`src/rtl/pfumx_rr_arb.sv`:
```
// Two-requester round-robin arbiter in front of a 2:1 PFU mux (C0=1 passes A).
// Burst locking with an optional hold limit and a registered output stage.
module pfumx_rr_arb #(
    parameter int WIDTH   = 8,
    parameter int MAXHOLD = 16,
    parameter int HOLDW   = 5
) (
    input  logic             CK,
    input  logic             CD,
    input  logic             REQA,
    input  logic             REQB,
    input  logic             LASTA,
    input  logic             LASTB,
    input  logic [WIDTH-1:0] DA,
    input  logic [WIDTH-1:0] DB,
    output logic             GNTA,
    output logic             GNTB,
    output logic             SEL,
    output logic [WIDTH-1:0] Z,
    output logic             ZV
);

    typedef enum logic [1:0] {
        IDLE  = 2'd0,
        OWN_A = 2'd1,
        OWN_B = 2'd2
    } state_t;

    localparam logic [HOLDW-1:0] CNT_MAX  = {HOLDW{1'b1}};
    localparam logic [HOLDW-1:0] HOLD_LIM = HOLDW'(MAXHOLD);
    localparam logic             HOLD_EN  = (MAXHOLD != 0);

    // Beat count after one more beat; parks at the hold limit so an idle peer
    // can still trigger release on the first cycle it asks.
    function automatic logic [HOLDW-1:0] cnt_after(input logic [HOLDW-1:0] c);
        if (HOLD_EN && (c >= HOLD_LIM)) begin
            return HOLD_LIM;
        end else if (c == CNT_MAX) begin
            return CNT_MAX;
        end else begin
            return c + HOLDW'(1);
        end
    endfunction

    state_t           state_r, state_s;
    logic             ptr_r, ptr_s;       // 1: A has priority
    logic [HOLDW-1:0] cnt_r, cnt_s, cnt_nx_s;
    logic             sel_r;
    logic [WIDTH-1:0] z_r;
    logic             zv_r;
    logic             own_req_s, oth_req_s, own_last_s, beat_s, rel_s;

    // State, pointer, beat counter and registered datapath
    always_ff @(posedge CK or posedge CD) begin
        if (CD) begin
            state_r <= IDLE;
            ptr_r   <= 1'b1;
            cnt_r   <= {HOLDW{1'b0}};
            sel_r   <= 1'b0;
            z_r     <= {WIDTH{1'b0}};
            zv_r    <= 1'b0;
        end else begin
            state_r <= state_s;
            ptr_r   <= ptr_s;
            cnt_r   <= cnt_s;
            if (state_s == OWN_A) begin
                sel_r <= 1'b1;
            end else if (state_s == OWN_B) begin
                sel_r <= 1'b0;
            end else begin
                sel_r <= sel_r;
            end
            if (beat_s) begin
                z_r <= sel_r ? DA : DB;
            end else begin
                z_r <= z_r;
            end
            zv_r <= beat_s;
        end
    end

    // Next-state: arbitration from IDLE, release and direct handover when owned
    always_comb begin
        state_s    = state_r;
        ptr_s      = ptr_r;
        cnt_s      = cnt_r;
        own_req_s  = 1'b0;
        oth_req_s  = 1'b0;
        own_last_s = 1'b0;
        beat_s     = 1'b0;
        rel_s      = 1'b0;
        cnt_nx_s   = cnt_after(cnt_r);
        case (state_r)
            OWN_A: begin
                own_req_s  = REQA;
                oth_req_s  = REQB;
                own_last_s = LASTA;
            end
            OWN_B: begin
                own_req_s  = REQB;
                oth_req_s  = REQA;
                own_last_s = LASTB;
            end
            default: begin
                own_req_s  = 1'b0;
                oth_req_s  = 1'b0;
                own_last_s = 1'b0;
            end
        endcase

        if (state_r == IDLE) begin
            if (REQA && (!REQB || ptr_r)) begin
                state_s = OWN_A;
            end else if (REQB) begin
                state_s = OWN_B;
            end else begin
                state_s = IDLE;
            end
        end else if ((state_r == OWN_A) || (state_r == OWN_B)) begin
            beat_s = own_req_s;
            rel_s  = !own_req_s || own_last_s ||
                     (HOLD_EN && (cnt_nx_s == HOLD_LIM) && oth_req_s);
            if (rel_s) begin
                ptr_s = (state_r == OWN_B);
                cnt_s = {HOLDW{1'b0}};
                if (oth_req_s) begin
                    state_s = (state_r == OWN_A) ? OWN_B : OWN_A;
                end else begin
                    state_s = IDLE;
                end
            end else begin
                cnt_s = cnt_nx_s;
            end
        end else begin
            state_s = IDLE;
        end
    end

    // Outputs: grants decode the state register directly
    always_comb begin
        GNTA = (state_r == OWN_A);
        GNTB = (state_r == OWN_B);
        SEL  = sel_r;
        Z    = z_r;
        ZV   = zv_r;
    end

endmodule

```
`config.mk`:
```
export PLATFORM = sky130hd
export DESIGN_NAME = pfumx_rr_arb
export DESIGN_NICKNAME = d
export VERILOG_FILES = /design/src/rtl/pfumx_rr_arb.sv
export SDC_FILE = /design/constraint.sdc
export NUM_CORES = 1
export LEC_CHECK = 0
export CORE_ASPECT_RATIO = 0.7
export CORE_UTILIZATION = 35
export CTS_CLUSTER_DIAMETER = 150
export DETAILED_ROUTE_END_ITERATION = 12
export PLACE_DENSITY = 0.73
export SKIP_CTS_REPAIR_TIMING = 1
export SYNTH_ARGS = -nofsm -noshare
export SYNTH_HDL_FRONTEND = slang
export SYNTH_SLANG_ARGS = --single-unit
```
`constraint.sdc`:
```
create_clock -name CK -period 3.86 [get_ports CK]
set_input_delay 0.386 -clock CK [delete_from_list [all_inputs] [get_ports CK]]
set_output_delay 0.386 -clock CK [all_outputs]
set_load 0.05 [all_outputs]
```
Word-level counts from Yosys, hierarchy flattened
Index checks and enable logic that the tools add are counted.

Flip-flop bits (word level): 18. Input bits: 22. Output and inout bits: 12.

Order comparisons: 1. Reductions and logical operators: 12. Bitwise operators: 1. Equality and inequality tests: 6. Add/subtract/negate cells: 1. Muxes and demuxes: 18.

Operator list (count): $mux W5 (3); $mux W2 (7); $eq A5 B5 Y1 const B (2); $mux W8 (1); $pmux W1 S2 (3); $add A5 B1 Y5 const B (1); $ge A5 B5 Y1 const B (1); $eq A2 B1 Y1 const B (2); $eq A2 B2 Y1 const B (2); $logic_or A1 B1 Y1 (4); $mux W1 (4); $reduce_and A3 Y1 (1); $logic_and A1 B1 Y1 (2); $logic_not A1 Y1 (2); $logic_not A2 Y1 (1); $reduce_and A2 Y1 (1); $reduce_bool A2 Y1 (1); $not A1 Y1 (1).

Longest topological paths before layout
Depth in word-level cells: 12. Mapped depth: 8. Mapped depth without buffers: 8.

Worst setup path after synthesis
OpenSTA, ideal clock, no wires.

Path kind: register -> register. Start: register state_r[0]. End: register sel_r, in the netlist SEL. Path buffers: 0. Data arrival time: 2537 ps. Cell stages (with the launch flop): 9. Path slack: 1199 ps. Setup time: 125 ps. Path through: dfrtp_1 -> inv_1 -> ha_1 -> a22oi_2 -> nor3b_4 -> nand4_2 -> o221a_1 -> ha_1 -> mux2_2.

Longest elaborated chain between the ends: 10.

Ends and longest elaborated chain: start, declared (RTL line 45) `state_t state_r, state_s;`; start signal, assigned (RTL line 63) `state_r <= state_s;`; $eq A2 B2 Y1 (*); via GNTB (RTL line 17) `output logic GNTB,`; $pmux W1 S2 (RTL line 93) `case (state_r)`; $logic_not A1 Y1 (RTL line 121) `rel_s = !own_req_s || own_last_s ||`; $logic_or A1 B1 Y1 (2 in a row) (RTL line 121); $mux W2 (RTL line 123) `if (rel_s) begin`; $mux W2 (*) (RTL line 119) `end else if ((state_r == OWN_A) || (state_r == OWN_B)) begin`; $mux W2 (*) (RTL line 111) `if (state_r == IDLE) begin`; $eq A2 B1 Y1 or $eq A2 B2 Y1 (tied branches) (RTL line 66, 68); $mux W1 or $reduce_bool A2 Y1 (tied branches); end signal, assigned (RTL line 71) `sel_r <= sel_r;`; end, declared (RTL line 48) `logic sel_r;`.

Mark *: on every way through the listed nets, which the timed path passes. The rest lies on a longest branch. A chain may end at the register's enable or synchronous reset.

Worst setup path after layout
Start: register state_r[1]. End: register sel_r, in the netlist SEL.

Longest elaborated chain between the ends: 10.

Ends and longest elaborated chain (RTL line): $eq A2 B2 Y1 or $eq A2 B1 Y1 (tied branches) (93, 119, 127); $pmux W1 S2 (93); $logic_not A1 Y1 (121); $logic_or A1 B1 Y1 (2 in a row) (121); $mux W2 (123); $mux W2 (119); $mux W2 (*) (111); $eq A2 B1 Y1 or $eq A2 B2 Y1 (tied branches) (66, 68); $mux W1 or $reduce_bool A2 Y1 (tied branches).

Every way passes the cells marked *; elsewhere a longest branch is shown, timed or not.

==> metrics.csv <==
metric,value,unit
die_w,67.2,um
ios,34,
final-setup-viol-count,0,
syn_to_final_growth,39.4,%
cts_root_buffer,clkbuf_8,
synth_area_per_cell,10.8,um2
slew_violations,0,
power_density,720,nW/um2
syn_area,1040,um2
final_cells,166,
fin_nets,159,
max-vdd-ir-drop,0.000364,V
synthDistinctLibCells,34,
dpl.cell_count,162,
synth_top_cells_by_count,"dfrtp_1, inv_1, mux2i_1",
dp_hpwl,1740,um
start_util,0.371,
worst_setup_path_start_kind,flip-flop,
routed_via_density,5.08,
clock_sinks,18,
yosys_register_bits,18,
worstSetupEndpointType,flip-flop,
relSlewSlack,0.529,
yosysMostFrequentCell,dfrtp_1,
synth_ff_type,dfrtp_1,
synth_top_area_frac,0.409,
cts_max_level,1,
yosysWarnings,0,
synthCells,96,
cts_tree,yes,
first_global_vias,837,
dieArea,3200,um2
arrival,3.11,ns
wl_per_cell,13.6,um
r2r_start,state_r[1],
period_minus_slack,2.97,ns
clk_pin_slew_worst_paths,0.07,ns
grt_max_degree,20,
tightest_slew,0.705,ns
yosysSeqAreaShare,0.434,
via_count,843,
grt_pass1_wl,3640,um
cts_inserted_buffers,3,
finClkSkew,0.00395,ns
critPathMaxFanout,19,
synth-async-reset-ratio,1.00,
design.core.area,2800,um2
worstSetupPathType,flip-flop to flip-flop,
fin_tns_setup,0,ns
yosys.area.top_type,dfrtp_1,
grt_use_total,0.157,
worst_ep_required_time,4.00,ns
drv_cap,0,
die_y,47.6,um
rsz0062_at_grt,false,
max_freq,337,MHz
utilization,0.518,
period_share,0.770,
power,1.05,mW
port_buffers,33,
layout-drive-gt1-share,0.0923,
cts.path.max_buffers,2,
clock_latency,0.25,ns
antenna_found_initial,0,
synthTopCellsByArea,"dfrtp_1, mux2i_1, ha_1",
synth_edf_count,0,
gp_congestion,0.795,
route.detailed.drc,0,
startpoint,state_r[1],
hp-class,input port to asynchronous set/reset pin,
drtAntennaViolNets,0,
hold_viol_final,0,
status,"complete, no violations",
grt-ovfl-total,0,
totalWireLength,2250,um
syn_nets,124,
firstDrtPassIters,4,
leakagePower,0.613,nW
rows,16,
drt_iter0_drc,42,
antennaDiodeCount,0,
==> worst max-delay path, cell delays in order (launching register included) <==
cell and delay (ns):
dfrtp_1 0.39, inv_1 0.08, ha_1 0.60, nor3b_4 0.70, nand4_2 0.20, o221a_1 0.28, ha_1 0.28, mux2_2 0.32
==> path summary, 6_finish.rpt <==
kind                                 end  slack (ns)  cells after the start
worst max-delay path                 SEL        0.89                      7
worst min-delay path            cnt_r[1]        0.53                      2
worst max register to register       SEL        0.89                      7
worst min register to register      Z[5]        0.54                      2
max in group asynchronous           Z[0]        2.89                      2
min in group CK                     Z[5]        0.54                      2
==> through the flow <==
stage / area (um2) / worst slack (ns) / hold WS, ns
final: 1450 / 0.890 / 0.534
after global routing: 1450 / 0.720 / 0.565
after CTS: 1450 / 0.914 / 0.545
after detailed placement: 1400 / 0.969 / 0.530
after global placement: 1400 / 1.08 / 0.519
after floorplan: 1040 / 1.20 / 0.324
==> per-layer routing <==
metal / routed length, um / GRT usage / vias up
met5: 0 / 0 / -
met4: 19 / 0.0511 / 0
met3: 86 / 0.0429 / 2
met2: 1160 / 0.282 / 15
met1: 991 / 0.186 / 404
li1: - / - / 422
==> logic make-up after synthesis <==
| group | share of synthesized area |
|---|---|
| buf+inv | 0.0553 |
| simple gates | 0.154 |
| compound gates | 0.177 |
| fa+ha+maj | 0.0721 |
| mux | 0.108 |
| flops | 0.434 |
==> layout by cell type (no fill, tap or decap), types with 2 or more instances in the layout <==
master	count
clkdlybuf4s50_1	33
dfrtp_1	17
inv_1	10
mux2i_1	9
nor2_1	8
a21oi_1	8
ha_1	6
clkbuf_8	4
nand3_1	3
a22oi_1	2
a41o_1	2
a22oi_2	2
nor3_1	2
and2_1	2
nand2_1	2
o221ai_1	2
o22ai_1	2
==> layout make-up <==
type	instances	area [um2]
inverter	10	37.5
timing repair buffer	33	330
multi-input combinational	65	532
sequential	18	452
tap	36	45.0
clock buffer	4	55.1
fill	258	1350
==> power by group <==
group	total, mW	internal, mW	switching [mW]
clock	0.151	0.0906	0.0602
sequential	0.316	0.256	0.0602
combinational	0.579	0.221	0.357
total	1.05	0.568	0.478
==> registers in the layout, summed over array words and instances (netlist names) <==
name     flops
cnt_r        5
ZV           1
Z            8
SEL          1
ptr_r        1
state_r      2
(Power assumes the default switching activity.)
